### src/rtl/barrel_result_buffer.sv
// barrel_result_buffer: captures {data, shift, dir, result} from the 4-bit barrel
//   shifter into a small first-word-fall-through FIFO and drains it to a consumer.
// Latency: an entry pushed at edge N is visible on out_* in cycle N+1 (no bypass).
// Backpressure: out_valid/out_ready handshake; a push into a full FIFO without a
//   same-cycle pop is dropped and sets the sticky overflow flag.
//
// Optional feature macro: BARREL_CHECK_EN (reference rotate self-check, per-entry
//   mismatch bit, saturating err_count). Undefined: out_mismatch/err_count tied 0.
//
// Ports:
//   clock, reset       single clock; asynchronous active-high reset clears all state
//   clr                sync clear of overflow and err_count (FIFO contents untouched)
//   in_valid, in_data, in_shift, in_dir, in_result   shifter operation to capture
//   out_valid, out_ready                             head handshake
//   out_data, out_shift, out_dir, out_result, out_mismatch   head entry fields
//   count              entries held
//   overflow           sticky dropped-push flag
//   err_count          saturating count of mismatched accepted pushes
module barrel_result_buffer #(
  parameter int DEPTH = 4,
  parameter int DW    = 4,
  parameter int SW    = 2
) (
  input  logic                     clock,
  input  logic                     reset,
  input  logic                     clr,
  input  logic                     in_valid,
  input  logic [DW-1:0]            in_data,
  input  logic [SW-1:0]            in_shift,
  input  logic                     in_dir,
  input  logic [DW-1:0]            in_result,
  output logic                     out_valid,
  input  logic                     out_ready,
  output logic [DW-1:0]            out_data,
  output logic [SW-1:0]            out_shift,
  output logic                     out_dir,
  output logic [DW-1:0]            out_result,
  output logic                     out_mismatch,
  output logic [$clog2(DEPTH):0]   count,
  output logic                     overflow,
  output logic [7:0]               err_count
);

  localparam int PW = $clog2(DEPTH);
  localparam int CW = PW + 1;
  localparam logic [CW-1:0] DEPTH_C = CW'(DEPTH);

  typedef struct packed {
    logic [DW-1:0] data;
    logic [SW-1:0] shift;
    logic          dir;
    logic [DW-1:0] result;
  } entry_t;

  entry_t          mem_q [DEPTH];
  entry_t          mem_d [DEPTH];
  logic [PW-1:0]   wr_ptr_q, wr_ptr_d;
  logic [PW-1:0]   rd_ptr_q, rd_ptr_d;
  logic [CW-1:0]   count_q, count_d;
  logic            overflow_q, overflow_d;

  logic            push;
  logic            pop;
  logic            full;
  entry_t          head;

  assign out_valid = (count_q != '0);
  assign full      = (count_q == DEPTH_C);
  assign pop       = out_valid && out_ready;
  // A pop frees the slot in the same cycle, so a full FIFO still accepts.
  assign push      = in_valid && (!full || pop);
  assign head      = mem_q[rd_ptr_q];

  always_comb begin
    mem_d      = mem_q;
    wr_ptr_d   = wr_ptr_q;
    rd_ptr_d   = rd_ptr_q;
    count_d    = count_q;
    overflow_d = overflow_q;

    if (push) begin
      mem_d[wr_ptr_q] = '{data: in_data, shift: in_shift, dir: in_dir, result: in_result};
      wr_ptr_d        = wr_ptr_q + PW'(1);
    end
    if (pop) begin
      rd_ptr_d = rd_ptr_q + PW'(1);
    end
    if (push && !pop) begin
      count_d = count_q + CW'(1);
    end else if (pop && !push) begin
      count_d = count_q - CW'(1);
    end

    // Clear first so that a drop in the same cycle wins.
    if (clr) begin
      overflow_d = 1'b0;
    end
    if (in_valid && full && !pop) begin
      overflow_d = 1'b1;
    end
  end

  always_ff @(posedge clock or posedge reset) begin
    if (reset) begin
      for (int i = 0; i < DEPTH; i++) begin
        mem_q[i] <= '0;
      end
      wr_ptr_q   <= '0;
      rd_ptr_q   <= '0;
      count_q    <= '0;
      overflow_q <= 1'b0;
    end else begin
      mem_q      <= mem_d;
      wr_ptr_q   <= wr_ptr_d;
      rd_ptr_q   <= rd_ptr_d;
      count_q    <= count_d;
      overflow_q <= overflow_d;
    end
  end

  // Head fields are forced to zero while empty so stale slots never leak out.
  assign out_data   = out_valid ? head.data   : '0;
  assign out_shift  = out_valid ? head.shift  : '0;
  assign out_dir    = out_valid ? head.dir    : 1'b0;
  assign out_result = out_valid ? head.result : '0;
  assign count      = count_q;
  assign overflow   = overflow_q;

`ifdef BARREL_CHECK_EN
  logic [2*DW-1:0] dbl;
  logic [2*DW-1:0] rot_l;
  logic [2*DW-1:0] rot_r;
  logic [DW-1:0]   expected;
  logic            mismatch_in;
  logic [DEPTH-1:0] mism_q, mism_d;
  logic [7:0]       err_q, err_d;

  always_comb begin
    // Rotating via a doubled operand avoids a shift by DW when in_shift is 0.
    dbl         = {in_data, in_data};
    rot_l       = dbl << in_shift;
    rot_r       = dbl >> in_shift;
    expected    = in_dir ? rot_r[DW-1:0] : rot_l[2*DW-1:DW];
    mismatch_in = (expected != in_result);

    mism_d = mism_q;
    if (push) begin
      mism_d[wr_ptr_q] = mismatch_in;
    end

    err_d = err_q;
    if (clr) begin
      err_d = '0;
    end else if (push && mismatch_in && (err_q != 8'hFF)) begin
      err_d = err_q + 8'd1;
    end
  end

  always_ff @(posedge clock or posedge reset) begin
    if (reset) begin
      mism_q <= '0;
      err_q  <= '0;
    end else begin
      mism_q <= mism_d;
      err_q  <= err_d;
    end
  end

  assign out_mismatch = out_valid & mism_q[rd_ptr_q];
  assign err_count    = err_q;
`else
  assign out_mismatch = 1'b0;
  assign err_count    = '0;
`endif

endmodule

### config.mk
export PLATFORM = sky130hd
export DESIGN_NAME = barrel_result_buffer
export DESIGN_NICKNAME = d
export VERILOG_FILES = /design/src/rtl/barrel_result_buffer.sv
export SDC_FILE = /design/constraint.sdc
export NUM_CORES = 1
export LEC_CHECK = 0
export CAP_MARGIN = 20
export CORE_AREA = 2 2 70 72
export CTS_CLUSTER_DIAMETER = 150
export DETAILED_ROUTE_END_ITERATION = 8
export DIE_AREA = 0 0 72 74
export PLACE_DENSITY = 0.89
export SLEW_MARGIN = 20
export SYNTH_ARGS = -nofsm -noshare
export SYNTH_HDL_FRONTEND = slang
export SYNTH_SLANG_ARGS = --single-unit
export TNS_END_PERCENT = 20
### constraint.sdc
create_clock -name clock -period 3.8 [get_ports clock]
set_input_delay 0.76 -clock clock [delete_from_list [all_inputs] [get_ports clock]]
set_output_delay 0.76 -clock clock [all_outputs]
set_load 0.02 [all_outputs]
==> results.md <==
* P_sw at 918.4 uW
* Fin crit period at 3.135 ns
* Final Setup Violations at 0
* Hold Fails Final Rpt at 0
* PortBufs at 31
* Vias per std cell at 5.365
* Mapped Avg Cell Area at 14.73 sq um
* CP Max Fanout at 12
* Layout cell share with drive strength beyond 1 at 0.3447
* CP Buf/Inv Count at 1
* Outcome: complete, no violations
* Setup tns final at 0 ns
* Routed WL at 4149 um
* Area Growth Syn to Fin at 16.68%
* Commonest non-fill, non-tap cell in the layout: dfrtp_1
* Clock share of power at 0.116
* CTS HTree Levels at 2
* Detail Placement HPWL at 2918 um
* Diode count at 0
* TritonCTS clock tree: built
* Clock sink count at 52
* Netlist Area Pre-Place at 0.002505 sq mm
* RSZ-0062 raised after global routing: false
* First-pass GRT wire length at 7203 um
* Initial Util at 0.5448
* Total GRT Usage at 0.1835
* Row cnt at 25
* Post-DRT Antenna Nets at 0
* Post-CTS setup buffers at 0
* Worst Skew at 0.006837 ns
* Core area at 0.004598 sq mm
* TritonCTS Buffers at 5
* Initial antenna violation count at 0
* Yosys warns at 0
* Wire length per cell after detailed routing at 15.96 um
* Dpl ws at 0.8268 ns
* Relative slew slack at 0.4195
* Slowest CP cell: dfrtp_1
* Final Core Density at 0.6356
* Critical path's largest stage delay at 0.79 ns
* WP data required at 3.04 ns
* Slew @ Worst Pin at 0.8697 ns
* Residual DRC count at 0
* Vias at 1395
* Crit path capture type: output pin
* Fill cells at 332
* Kind of critical path: flip-flop to output pin
* Max-cap violations at 0
* Crit path DAT at 2.37 ns
* Sequential share of power at 0.379
* Die Y at 74 um
* HP Class: flip-flop to flip-flop
* Worst-Skew Late Latency at 0.30 ns
* Post-CTS resize count at 0
* Largest net degree at the start of global routing at 53
* Syn Inst Count at 170
* CP delay by family, top: flip-flops
* Die footprint at 0.005328 sq mm
* Post-synth cell types at 21
* Final Max Tran Viols at 0
* P_int at 1819 uW
* Grt total ovfl at 0
* Net Sw Frac at 0.3355
* # IOs at 41
* Max Fclk at 0.3190 GHz
* Number of global-route vias before repair at 1443
* Max Buffers Root-to-Sink at 2
* Pwr Total at 2737 uW
* Leak Pwr at 0.001231 uW
* NumNets Final at 227
* Sequential share of the synthesized area at 0.5195
* Root Driver: clkbuf_8
* Hold Buf Count CTS at 0
* Post-route setup slack at 0.6652 ns
* Logic pwr share at 0.505
* DR iter-0 viols at 98
* Crit path cell chain: mux4_2, and2_1, clkdlybuf4s50_1
* Routability congestion estimate at 0.7015
* DR pass1 iterations at 4
* Clock slew seen by the registers of the worst setup and hold paths at 0.09 ns
* Power Density at 936.5 mW/mm^2
* Max IR drop VDD at 0.0004774 V
* Final cycle utilization of the critical path at 0.8250
* Yosys reg bits at 52
* Die X at 72 um
* Most frequent cells in the layout: dfrtp_1, mux2_2, clkdlybuf4s50_1
* CP Launch Type: flip-flop
## flip-flops by register name, summed over array words and instances, names as in the netlist
| name | flops |
|---|---|
| wr_ptr_q | 2 |
| count | 3 |
| mem_q | 44 |
| rd_ptr_q | 2 |
| overflow | 1 |
## stage by stage
stage	instance area [sq um]	instances	hold slack, ns
2_1_floorplan	2535	178	0.4751
3_3_place_gp	2828	252	0.4842
3_5_place_dp	2828	252	0.4908
4_1_cts	2922	260	0.5118
5_1_grt	2923	260	0.5172
6_report	2923	260	0.5072
## cell usage after synthesis
master / number / area (sq um)
and2_1: 11 / 68.82
and2b_1: 1 / 7.510
buf_2: 2 / 10.01
buf_4: 10 / 75.07
buf_6: 3 / 33.78
clkbuf_1: 1 / 3.750
conb_1: 1 / 3.750
dfrtp_1: 52 / 1301
fa_1: 1 / 20.02
ha_1: 5 / 62.56
inv_1: 5 / 18.77
mux2_2: 46 / 518.0
mux4_2: 11 / 247.7
nand2_1: 6 / 22.52
nand3_1: 1 / 5.000
nor2_1: 5 / 18.77
nor4b_4: 1 / 23.77
o21ai_0: 1 / 5.000
or3_1: 1 / 6.260
xnor2_1: 4 / 35.03
xor2_1: 2 / 17.52
## power by group through the flow
| stage | Clock, uW | Combinational (uW) | Sequential, uW |
|---|---|---|---|
| after detailed placement | 0 | 1400 | 1050 |
| after global placement | 0 | 1370 | 1040 |
| after floorplan | 0 | 990 | 992 |
| after CTS | 332 | 1400 | 1040 |
| after global routing | 354 | 1480 | 1090 |
| final | 319 | 1380 | 1040 |
## logic make-up after synthesis
logic type / synth area share
multiplexers: 0.3057
flip-flops: 0.5195
AND/OR/NAND/NOR: 0.06094
buffers and inverters: 0.05644
adder cells (fa/ha/maj): 0.03297
XOR/XNOR: 0.02098
other: 0.001497
AO/OA/AOI/OAI: 0.001996
## worst register-to-register path: cells and delay by family, from the launching register on
family                   cells  cell delay (ns)
XOR/XNOR                     2             0.31
flip-flops                   1             0.48
buffers and inverters        1             0.06
adder cells (fa/ha/maj)      2             0.57
AND/OR/NAND/NOR              3             0.98
## routing by layer
| layer | wire length (um) | part of all wire | vias to the layer above | global-route usage |
|---|---|---|---|---|
| met4 | 60 | 0.014 | 0 | 0.05660 |
| met2 | 1998 | 0.48 | 32 | 0.2912 |
| met5 | 0 | 0 | - | 0 |
| li1 | - | - | 640 | - |
| met3 | 175 | 0.042 | 5 | 0.04878 |
| met1 | 1914 | 0.46 | 718 | 0.2530 |
## final timing paths
path,from,cells after the start,slack (ns),to
max,rd_ptr_q[1],3,0.67,out_data[0]
min,mem_q[17],1,0.51,mem_q[17]
max reg2reg,count[0],8,1.34,count[2]
min reg2reg,mem_q[17],1,0.51,mem_q[17]
max in group asynchronous,reset,2,2.35,mem_q[33]
min in group asynchronous,reset,2,0.93,mem_q[31]
## final cells by class
class                   instances  area, sq um  share of cell area
clock buffers                   7        86.33             0.02954
multi-input cells             105         1092              0.3737
well taps                      54        67.56             0.02312
flip-flops and latches         52         1301              0.4452
clock inverters                 1        7.507            0.002568
inverters                       5        20.02            0.006849
repair buffers                 36        347.8              0.1190
Power figures use the tool's default switching activity.
==> edit 1: new RTL, same settings <==
Add a define of `BARREL_CHECK_EN`.
--- a/src/rtl/barrel_result_buffer.sv
+++ b/src/rtl/barrel_result_buffer.sv
@@ -18,2 +18,4 @@
 //   err_count          saturating count of mismatched accepted pushes
+`define BARREL_CHECK_EN
+
 module barrel_result_buffer #(
Behaviour: not the same (a bounded check fails within 4 cycles, from zero or initial values and one cycle with reset high).
==> edit 1 against the unedited design <==
Cell area up 33%. Register-to-register slack worse by 0.10 ns. Routed wire length grew 58%. Critical path type is now input port to register. Largest power group unchanged. Area after synthesis is 31% higher. Sequential cell count up 12. Worst setup slack lost 0.10 ns. Critical endpoint is now err_count[7]. Critical path depth rose by 5. Via count is 49% higher. Power increased by 20%.
==> edit 1: results (changes against the unedited design) <==
GR Util All Layers - 28.7% (+10 points)
Min-delay src - mism_q[1]
Vias per cell - 6.04 (+13%)
Critical Path AT - 3.46 ns (+1.09 ns)
Max incr delay on CP - 0.82 ns (+0.03 ns)
Worst clock skew - 0.00787 ns (+0.00104 ns)
Lkg Pwr - 0.00167 µW (+35%)
Post-Synth XOR/XNOR Area - 2.89% (+0.79 points)
Worst Hold Depth - 2 (+1)
Status - completed
Max FO, Critical Path - 13 (+1)
Iter 0 DRT Violations - 132 (+35%)
Wirelength per Cell - 19.0 µm (+19%)
Mux contribution to synthesized area - 31.1% (+0.48 points)
Pint - 2180 µW (+20%)
Hold Path Sink - mism_q[1]
Port bufs - 40 (+29%)
Total Power Consumption - 3300 µW (+20%)
Filler instances - 256 (-23%)
Compound-gate portion of the synthesized area - 1.75% (+1.6 points)
Syn Area/Cell - 13.5 µm² (-8.2%)
Area growth syn-to-layout - 18.4%
Cell variety after synth - 33 (+57%)
Comb power - 1550 µW (+12%)
Routed WL - 6.54 mm (+58%)
Clk slew on worst S/H paths - 0.07 ns (-0.02 ns)
Crit path max-delay family - buffers and inverters
Skew-Pair Late Insertion Delay - 0.34 ns (+0.04 ns)
Inst Count DP - 328 (+30%)
RR Startpoint - count[1]
DP Area - 3710 µm² (+31%)
Most area-consuming cells after synthesis - dfrtp_1 (49%), mux2_2 (17%), mux4_2 (9.6%)
Worst Setup SP - in_shift[0]
[edit 1: cell types whose count changed after synthesis, sizes merged, moves of 4 or more]
cell	delta
buf	-6
mux4	+5
dfrtp	+12
nand2	+7
nor2	+4
xnor2	+4
clkbuf	+4
mux2i	+9
nor2b	+6
mux2	+4
o21ai	+7
[edit 1: cell type report]
type | instances | area (µm²) | area share (%)
tap | 54 | 67.6 | 1.74
clock buffer | 13 | 169 | 4.34
timing repair buffer | 45 | 438 | 11.3
sequential | 64 | 1600 | 41.1
inverter | 5 | 18.8 | 0.482
multi-input combinational | 160 | 1580 | 40.7
clock inverter | 3 | 15.0 | 0.386
[edit 1: metal layers]
| metal | global-route usage (%) | up-vias | routed length (µm) |
|---|---|---|---|
| li1 | - | 954 | - |
| met1 | 37.7 | 1064 | 2770 |
| met2 | 48.4 | 49 | 3470 |
| met3 | 4.34 | 10 | 182 |
| met4 | 12.8 | 0 | 117 |
| met5 | 0 | - | 0 |
==> edit 2: new RTL, same flow settings <==
Made on the original files. Put one more register stage on the output `overflow`, cleared by the reset. The value now appears one clock later. The other outputs are not delayed to match. Comments in the files are not updated.
--- a/src/rtl/barrel_result_buffer.sv
+++ b/src/rtl/barrel_result_buffer.sv
@@ -126,3 +126,9 @@
   assign count      = count_q;
-  assign overflow   = overflow_q;
+  always_ff @(posedge clock or posedge reset) begin
+    if (reset) begin
+      overflow <= '0;
+    end else begin
+      overflow <= overflow_q;
+    end
+  end
 
Function: changed (a bounded check fails within 10 cycles, from zero or initial values and one cycle with reset high).
==> edit 2 against the unedited design <==
Clock skew about the same. Cell count up 0.38%. Global-route usage decreased by 0.25 points. Count of clock-buffer cells in the layout decreased by 1. Routed wire length increased by 4.8%. Power is 0.61% higher. Cell area increased by 0.64%. Utilization increased by 0.41 points. Worst setup slack got worse by 0.020 ns. Sequential cell count increased by 1. Area after synthesis increased by 1.0%. Via count up 1.6%. Critical path depth unchanged. Highest routed layer unchanged.
==> edit 2: results (changes against the unedited design) <==
Hold Crit Class - register to register
DRT met1 WL - 1.88 mm (-1.8%)
Largest family of logic cells by synthesized area - multiplexers
Max FO, Critical Path - 12 (unchanged)
Post-Layout Cell Count - 261 (+0.38%)
Reg with most FFs - mem_q
CP max stage cell - dfrtp_1
GR Util All Layers - 18.1% (-0.25 points)
Synth Instances - 171 (+0.59%)
Status - completed
Vias in the first global route - 1441 (-0.14%)
RePlAce Congestion - 0.755 (+7.6%)
Worst slack at placement - 0.812 ns (-0.0151 ns)
Async set-reset flop share out of synthesis - 100% (unchanged)
Seq/Total Area, Yosys - 52.4% (+0.48 points)
Synth cell count leaders - dfrtp_1 (53), mux2_2 (46), and2_1 (11), mux4_2 (11), buf_4 (10)
Share of layout cells above drive strength 1 - 34.3% (-0.17 points)
GR Util met2 - 30.2% (+1.1 points)
DP Wirelength - 2.90 mm (-0.68%)
Wirelength per Cell - 16.7 µm (+4.4%)
Largest net degree at the start of global routing - 54 (+1.9%)
Mux contribution to synthesized area - 30.3% (-0.30 points)
Met3 WL post-DR - 194 µm (+11%)
H-Tree Depth - 2 (unchanged)
Crit path max-delay family - flip-flops
Ys Warns - 0 (unchanged)
P_sw - 941 µW (+2.5%)
Slew @ Worst Pin - 0.890 ns (+0.0199 ns)
Met3 Use GR - 4.20% (-0.68 points)
Adder-Cell Fraction of Synth Area - 3.26% (-0.033 points)
Post-Synth XOR/XNOR Area - 2.08% (-0.021 points)
Vias per cell - 5.43 (+1.2%)
Worst VDD drop - 412 µV (-14%)
Critical Path AT - 2.39 ns (+0.02 ns)
Iter 0 DRT Violations - 53 (-46%)
Num CTS Buffers - 5 (unchanged)
Clock network fraction of design power - 11.3% (-0.3 points)
Ys flop type - dfrtp_1
Final setup fails - 0 (unchanged)
Most area-consuming cells after synthesis - dfrtp_1 (52%), mux2_2 (20%), mux4_2 (9.8%)
Min-delay src - overflow_q
DP Area - 2850 µm² (+0.89%)
First-pass GRT wire length - 7.00 mm (-2.8%)
Port bufs - 31 (unchanged)
Number of nets in the layout - 228 (+0.44%)
Compound-gate portion of the synthesized area - 0.198% (-0.0020 points)
Routed wl met2 - 2.20 mm (+10%)
Met1 Track Usage GR - 22.9% (-2.4 points)
Clk slew on worst S/H paths - 0.09 ns (about the same)
Worst clock skew - 0.00712 ns (+0.000286 ns)
Post_cts resized - 0 (unchanged)
Inst Count DP - 253 (+0.40%)
Lkg Pwr - 0.00124 µW (+0.54%)
Reg power frac - 38.8% (+0.9 points)
==> edit 2: changes by cell type after synthesis, sizes merged <==
| cell | delta |
|---|---|
| dfrtp | +1 |
==> edit 2: worst paths after layout <==
| path | endpoint | slack [ns] | depth (start not counted) |
|---|---|---|---|
| min in group asynchronous | mem_q[31] | 0.93 | 2 |
| min | overflow | 0.38 | 0 |
| max in group asynchronous | mem_q[16] | 2.34 | 2 |
| max reg2reg | count[2] | 1.35 | 8 |
| min reg2reg | overflow | 0.38 | 0 |
| max | out_data[1] | 0.65 | 3 |
==> edit 2: layout make-up <==
| class | count | area [µm²] |
|---|---|---|
| Fill cell | 341 | 1660 |
| Sequential cell | 53 | 1330 |
| Multi-Input combinational cell | 105 | 1090 |
| Timing Repair Buffer | 36 | 348 |
| Clock buffer | 6 | 72.6 |
| Tap cell | 54 | 67.6 |
| Inverter | 5 | 20.0 |
| Clock inverter | 2 | 15.0 |
